File: src/rtl/apb_requester.sv
// Single-outstanding APB4/APB5 requester: turns a valid/ready command into one
// SETUP/ACCESS transfer and returns read data and status on a valid/ready response.
module apb_requester #(
    parameter int unsigned ADDR_WIDTH     = 32,
    parameter int unsigned DATA_WIDTH     = 32,
    parameter int unsigned TIMEOUT_CYCLES = 256
) (
    input  logic                    pclk,
    input  logic                    presetn,
    input  logic                    req_valid,
    output logic                    req_ready,
    input  logic                    req_write,
    input  logic [ADDR_WIDTH-1:0]   req_addr,
    input  logic [DATA_WIDTH-1:0]   req_wdata,
    input  logic [DATA_WIDTH/8-1:0] req_strb,
    input  logic [2:0]              req_prot,
    input  logic                    req_nse,
    output logic                    rsp_valid,
    input  logic                    rsp_ready,
    output logic [DATA_WIDTH-1:0]   rsp_rdata,
    output logic                    rsp_slverr,
    output logic                    rsp_timeout,
    output logic [ADDR_WIDTH-1:0]   paddr,
    output logic [2:0]              pprot,
    output logic                    pnse,
    output logic                    psel,
    output logic                    penable,
    output logic                    pwrite,
    output logic [DATA_WIDTH-1:0]   pwdata,
    output logic [DATA_WIDTH/8-1:0] pstrb,
    input  logic                    pready,
    input  logic [DATA_WIDTH-1:0]   prdata,
    input  logic                    pslverr
);

    localparam int unsigned STRB_WIDTH = DATA_WIDTH / 8;
    localparam int unsigned CNT_WIDTH  = (TIMEOUT_CYCLES > 0) ? $clog2(TIMEOUT_CYCLES + 1) : 1;
    localparam int unsigned TO_LAST    = (TIMEOUT_CYCLES > 0) ? TIMEOUT_CYCLES - 1 : 0;

    typedef enum logic [1:0] {IDLE, SETUP, ACCESS, RESP} state_t;

    state_t                 state_q, state_d;
    logic [CNT_WIDTH-1:0]   wait_q, wait_d;
    logic                   req_ready_d, rsp_valid_d, rsp_slverr_d, rsp_timeout_d;
    logic [DATA_WIDTH-1:0]  rsp_rdata_d, pwdata_d;
    logic [ADDR_WIDTH-1:0]  paddr_d;
    logic [2:0]             pprot_d;
    logic                   pnse_d, psel_d, penable_d, pwrite_d;
    logic [STRB_WIDTH-1:0]  pstrb_d;

    // Next-state and next-output logic; every register holds unless changed below.
    always_comb begin
        state_d       = state_q;
        wait_d        = wait_q;
        req_ready_d   = req_ready;
        rsp_valid_d   = rsp_valid;
        rsp_rdata_d   = rsp_rdata;
        rsp_slverr_d  = rsp_slverr;
        rsp_timeout_d = rsp_timeout;
        paddr_d       = paddr;
        pprot_d       = pprot;
        pnse_d        = pnse;
        psel_d        = psel;
        penable_d     = penable;
        pwrite_d      = pwrite;
        pwdata_d      = pwdata;
        pstrb_d       = pstrb;
        case (state_q)
            IDLE: begin
                if (req_valid) begin
                    state_d     = SETUP;
                    wait_d      = '0;
                    req_ready_d = 1'b0;
                    psel_d      = 1'b1;
                    penable_d   = 1'b0;
                    paddr_d     = req_addr;
                    pprot_d     = req_prot;
                    pnse_d      = req_nse;
                    pwrite_d    = req_write;
                    // Reads present zero data and strobes on the bus.
                    pwdata_d    = req_write ? req_wdata : '0;
                    pstrb_d     = req_write ? req_strb : '0;
                end
            end
            SETUP: begin
                state_d   = ACCESS;
                penable_d = 1'b1;
            end
            ACCESS: begin
                if (pready) begin
                    state_d       = RESP;
                    psel_d        = 1'b0;
                    penable_d     = 1'b0;
                    rsp_valid_d   = 1'b1;
                    rsp_rdata_d   = pwrite ? '0 : prdata;
                    rsp_slverr_d  = pslverr;
                    rsp_timeout_d = 1'b0;
                end else if (TIMEOUT_CYCLES != 0 && wait_q == CNT_WIDTH'(TO_LAST)) begin
                    state_d       = RESP;
                    psel_d        = 1'b0;
                    penable_d     = 1'b0;
                    rsp_valid_d   = 1'b1;
                    rsp_rdata_d   = '0;
                    rsp_slverr_d  = 1'b1;
                    rsp_timeout_d = 1'b1;
                end else if (TIMEOUT_CYCLES != 0) begin
                    wait_d = wait_q + CNT_WIDTH'(1);
                end
            end
            RESP: begin
                if (rsp_ready) begin
                    state_d     = IDLE;
                    rsp_valid_d = 1'b0;
                    req_ready_d = 1'b1;
                end
            end
            default: begin
                state_d     = IDLE;
                req_ready_d = 1'b1;
                psel_d      = 1'b0;
                penable_d   = 1'b0;
                rsp_valid_d = 1'b0;
            end
        endcase
    end

    // State and output registers; reset drops the bus immediately.
    always_ff @(posedge pclk or negedge presetn) begin
        if (!presetn) begin
            state_q     <= IDLE;
            wait_q      <= '0;
            req_ready   <= 1'b1;
            rsp_valid   <= 1'b0;
            rsp_rdata   <= '0;
            rsp_slverr  <= 1'b0;
            rsp_timeout <= 1'b0;
            paddr       <= '0;
            pprot       <= '0;
            pnse        <= 1'b0;
            psel        <= 1'b0;
            penable     <= 1'b0;
            pwrite      <= 1'b0;
            pwdata      <= '0;
            pstrb       <= '0;
        end else begin
            state_q     <= state_d;
            wait_q      <= wait_d;
            req_ready   <= req_ready_d;
            rsp_valid   <= rsp_valid_d;
            rsp_rdata   <= rsp_rdata_d;
            rsp_slverr  <= rsp_slverr_d;
            rsp_timeout <= rsp_timeout_d;
            paddr       <= paddr_d;
            pprot       <= pprot_d;
            pnse        <= pnse_d;
            psel        <= psel_d;
            penable     <= penable_d;
            pwrite      <= pwrite_d;
            pwdata      <= pwdata_d;
            pstrb       <= pstrb_d;
        end
    end

endmodule

File: config.mk
export PLATFORM = sky130hd
export DESIGN_NAME = apb_requester
export DESIGN_NICKNAME = d
export VERILOG_FILES = /design/src/rtl/apb_requester.sv
export SDC_FILE = /design/constraint.sdc
export NUM_CORES = 1
export LEC_CHECK = 0
export CORE_MARGIN = 2
export CORE_UTILIZATION = 45
export CTS_CLUSTER_DIAMETER = 30
export CTS_CLUSTER_SIZE = 12
export DETAILED_ROUTE_END_ITERATION = 8
export PLACE_DENSITY = 0.92
export SLEW_MARGIN = 20
export SYNTH_ARGS = -nofsm -noshare
export SYNTH_HDL_FRONTEND = slang
export SYNTH_SLANG_ARGS = --single-unit
File: constraint.sdc
create_clock -name pclk -period 5.5 [get_ports pclk]
set_input_delay 1.1 -clock pclk [delete_from_list [all_inputs] [get_ports pclk]]
set_output_delay 1.1 -clock pclk [all_outputs]
set_load 0.01 [all_outputs]
# Word-level counts from Yosys, hierarchy flattened
# Index checks and enable logic that the tools add are counted.
[op_classes]
addsub = 1
eq_ne = 9
muxes = 28
reduce_logical = 14
[ops]
columns = ["op", "n"]
rows = [
  ["2-to-1 mux 32 bit", 4],
  ["2-to-1 mux 9 bit", 3],
  ["case mux 9 bit (2 select lines)", 1],
  ["AND reduction 3 bit", 5],
  ["2-to-1 mux 1 bit", 10],
  ["adder 9 x 1 -> 9 bit, second input constant", 1],
  ["equality test 9 x 8 -> 1 bit, second input constant", 1],
  ["2-to-1 mux 2 bit", 4],
  ["inequality test 2 bit, second input constant", 4],
  ["case mux 2 bit (4 select lines)", 1],
  ["nonzero test 2 bit", 4],
  ["case mux 1 bit (2 select lines)", 3],
  ["equality test 2 bit, second input constant", 2],
  ["2-to-1 mux 4 bit", 1],
  ["AND reduction 2 bit", 2],
  ["AND reduction 4 bit", 1],
  ["inequality test 3 bit, second input constant", 1],
  ["case mux 1 bit (3 select lines)", 1],
  ["nonzero test 3 bit", 1],
  ["equality test 2 x 1 -> 1 bit, second input constant", 1],
  ["logical NOT 2 bit", 1],
]
[word_totals]
register_bits = 122
out_inout_bits = 111
word_cells = 67
in_bits = 111

# Depth between registers and ports, before layout
[depth]
word_depth = 4
depth_mapped = 8
mapped_depth_nobuf = 7

# Worst setup path before layout
# OpenSTA, ideal clock, no wires.
[synth_path]
path_type = "input to register"
start = "input port req_valid"
end = "register paddr[14]"
slack_ns = 3.382
stages = 4
setup_ns = 0.125
n_path_buf = 2
required_ns = 5.375
arrival_time_ns = 1.993
cell_sequence = "buf_2 > nand2_1 > buf_2 > mux2_2"
[synth_via]
elab_chain_cells = 1
[synth_rtl]
columns = ["item", "line", "text"]
rows = [
  ["from (decl)", "10", "input logic req_valid,"],
  ["AND reduction 2 bit (no source line)", "n/a", ""],
  ["to (signal assigned)", "153", "paddr <= paddr_d;"],
  ["to (decl)", "23", "output logic [ADDR_WIDTH-1:0] paddr,"],
]
# Every way passes these cells.
# A chain may end at the register's enable or synchronous reset.

# Worst setup path in the final report
[layout_path]
start = "register req_ready"
end = "output port req_ready"
[layout_lines]
columns = ["item", "line", "text"]
rows = [
  ["from (decl)", "11", "output logic req_ready,"],
  ["from (signal assigned)", "148", "req_ready <= req_ready_d;"],
]
# No word-level cell between the ends.

==> metrics.txt <==
status finished, final reports clean; via/cell ratio 5.151; library cell used as clock root buffer clkbuf_8; initial antenna violation count 0; Antenna Diode Count 0; Initial DRC Count 187; Die X-Extent 107.7 um; CP max FO 3; most common cell after layout, fill and taps aside clkdlybuf4s50_1; sum of routed wire length over all layers 13210 um; clock tree from TritonCTS yes; Tcrit/Tclk final 0.4861; Vert. Die Dim 107.7 um; buffers and inverters on the worst path 1; Mean Syn Cell Area 12.09 um^2; first-pass GRT wire length 21170 um; Min Clock Period, post-route 2673 ps; GP Congestion 0.8092; via count of the first global-routing pass 4318; TritonCTS Buffers 17; cells after synthesis 400; total via count after detailed routing 3946; P_leak 0.003342 uW; # hold bufs at CTS 0; power per cell area 573.5 nW/um^2; cts repair resizes 0; number of nets in the synthesized netlist 518; path class of the lowest-slack min-delay path flip-flop to flip-flop; post-synthesis instance area 4836 um^2; area overhead of the layout relative to synthesis 59.97%; Slew @ Worst Pin 920.6 ps; ratio of cells with drive above 1 in the final layout 0.1238; fraction of the yosys area taken by sequential cells 0.6316; die area 11590 um^2; worst endpoint required time 4400 ps; placeable core area 10370 um^2; number of rows created at floorplan 37; CTS sink cnt 122; critical-path cell list clkdlybuf4s50_1; number of synthesized flops with an enable pin 0; maximum vdd drop 0.3688 mV; dominant register cell in the synthesized netlist dfrtp_1; pin count of the biggest net entering global routing 110; final hold vios 0; number of pins exceeding their max-slew limit in the final report 0; number of failing setup endpoints in the final timing report 0; crit start category flip-flop; RSZ-0062 raised after global routing no; count of cell types in the netlist 34; relative slew slack 0.3863; CP Class flip-flop to output pin; buffers from clock root to sink, at most 2; post-CTS clock slew at the launch and capture registers of the worst setup and hold paths 60 ps; number of H-tree branching levels 4; count of max-cap constraint violations 0; count of pins on the block boundary 222; router iterations before antenna repair 4; leading cell types in the layout, fill and taps excluded clkdlybuf4s50_1, dfrtp_1, nand2_1; flip-flop and latch count after synthesis 122; Total Routing Usage GR 0.2379; utilization of the core after routing 0.7460; crit end category output pin; grt total ovfl 0; number of DRC violations after detailed routing 0; wire length per cell after detailed routing 17.24 um; critical path's largest stage delay 550 ps; count of antenna-violating nets left after detailed routing 0; number of setup buffers added after CTS 0; synth warn 0; Initial Utilization 0.4663; Final Power 4437 uW; cell type of the slowest stage on the worst timing path dfstp_2; data arrival time at the worst-slack endpoint 1570 ps; dpl hpwl 9189 um; number of nets in the layout 735; CP delay by family, top flip-flops; Async S/R FF share, synth 1.000; achievable clock frequency 374.1 MHz; clock tree skew after final layout 11.15 ps; clock latency on the worst-skew pair 500 ps; setup TNS 0 ps; port buffer count 221
## registers in the layout (all words and copies together) (netlist names)
name         count
pstrb            4
rsp_valid        1
pwrite           1
pnse             1
wait_q           9
paddr           32
rsp_timeout      1
psel             1
pwdata          32
rsp_rdata       32
rsp_slverr       1
state_q          2
penable          1
req_ready        1
pprot            3
## routing by layer
metal | vias up | share of wire | track usage
met5 | - | 0 | 0
met4 | 0 | 0.023 | 0.1044
met3 | 24 | 0.068 | 0.07990
met2 | 159 | 0.52 | 0.4115
met1 | 1941 | 0.39 | 0.2663
li1 | 1822 | - | -
## cell usage after synthesis, types with 2 or more instances
master	number	area, um^2
or4_1	2	15.01
mux2i_1	5	50.05
a21oi_1	6	30.03
nand2b_1	6	37.54
o21ai_0	40	200.2
nand3_1	4	20.02
o31ai_1	3	22.52
nor2b_1	2	12.51
dfrtp_1	121	3028
nor2_1	4	15.01
a22o_1	32	280.3
buf_2	7	35.03
nor4_1	3	18.77
o2bb2ai_1	2	17.52
ha_1	7	87.58
nor3_1	2	10.01
clkbuf_1	16	60.06
mux2_2	39	439.2
inv_1	6	22.52
nand2_1	79	296.5
## path summary, 6_finish.rpt
kind / slack [ps] / end / depth (start not counted) / from
min in group asynchronous: 730 / rsp_rdata[19]$_DFFE_PN0P_ / 1 / presetn
hold / removal: 480 / pwdata[17]$_DFFE_PN0P_ / 2 / pwdata[17]$_DFFE_PN0P_
hold reg to reg: 480 / pwdata[17]$_DFFE_PN0P_ / 2 / pwdata[17]$_DFFE_PN0P_
setup / recovery: 2830 / req_ready / 1 / req_ready$_DFFE_PN1P_
max in group asynchronous: 3580 / pwdata[6]$_DFFE_PN0P_ / 2 / presetn
setup reg to reg: 3080 / wait_q[2]$_DFFE_PN0P_ / 7 / wait_q[0]$_DFFE_PN0P_
## power breakdown
part           internal [uW]  total (uW)  leakage [uW]  switching, uW
registers               1300        1550       0.00155            244
logic                   1050        1800       0.00151            756
clock network            700        1090      0.000288            390
total                   3050        4440       0.00334           1390
## per-stage QoR
step | hold slack, ps | setup slack, ps | std cells | area, um^2
after floorplan | 456.1 | 3382 | 400 | 4836
after global placement | 463.0 | 2286 | 734 | 7131
after detailed placement | 470.9 | 2375 | 734 | 7138
after CTS | 483.4 | 2807 | 766 | 7722
after global routing | 512.4 | 2769 | 766 | 7736
final | 482.3 | 2827 | 766 | 7736
## area by class of cell
class                           count  area [um^2]
Tap cell                          136        170.2
Clock inverter                     12        148.9
Clock buffer                       20        435.4
Sequential cell                   122         3054
Multi-Input combinational cell    247         1680
Fill cell                         689         2634
Timing Repair Buffer              223         2225
Inverter                            6        22.52
## cells by family (layout without fill, tap and decap cells)
| logic type | after synthesis | after routing | synth area share |
|---|---|---|---|
| flops | 122 | 122 | 0.6316 |
| simple gates | 105 | 105 | 0.09340 |
| buf+inv | 31 | 261 | 0.02820 |
| mux | 45 | 45 | 0.1040 |
| fa+ha+maj | 7 | 7 | 0.01811 |
| compound gates | 90 | 90 | 0.1247 |
(Power assumes the default switching activity.)
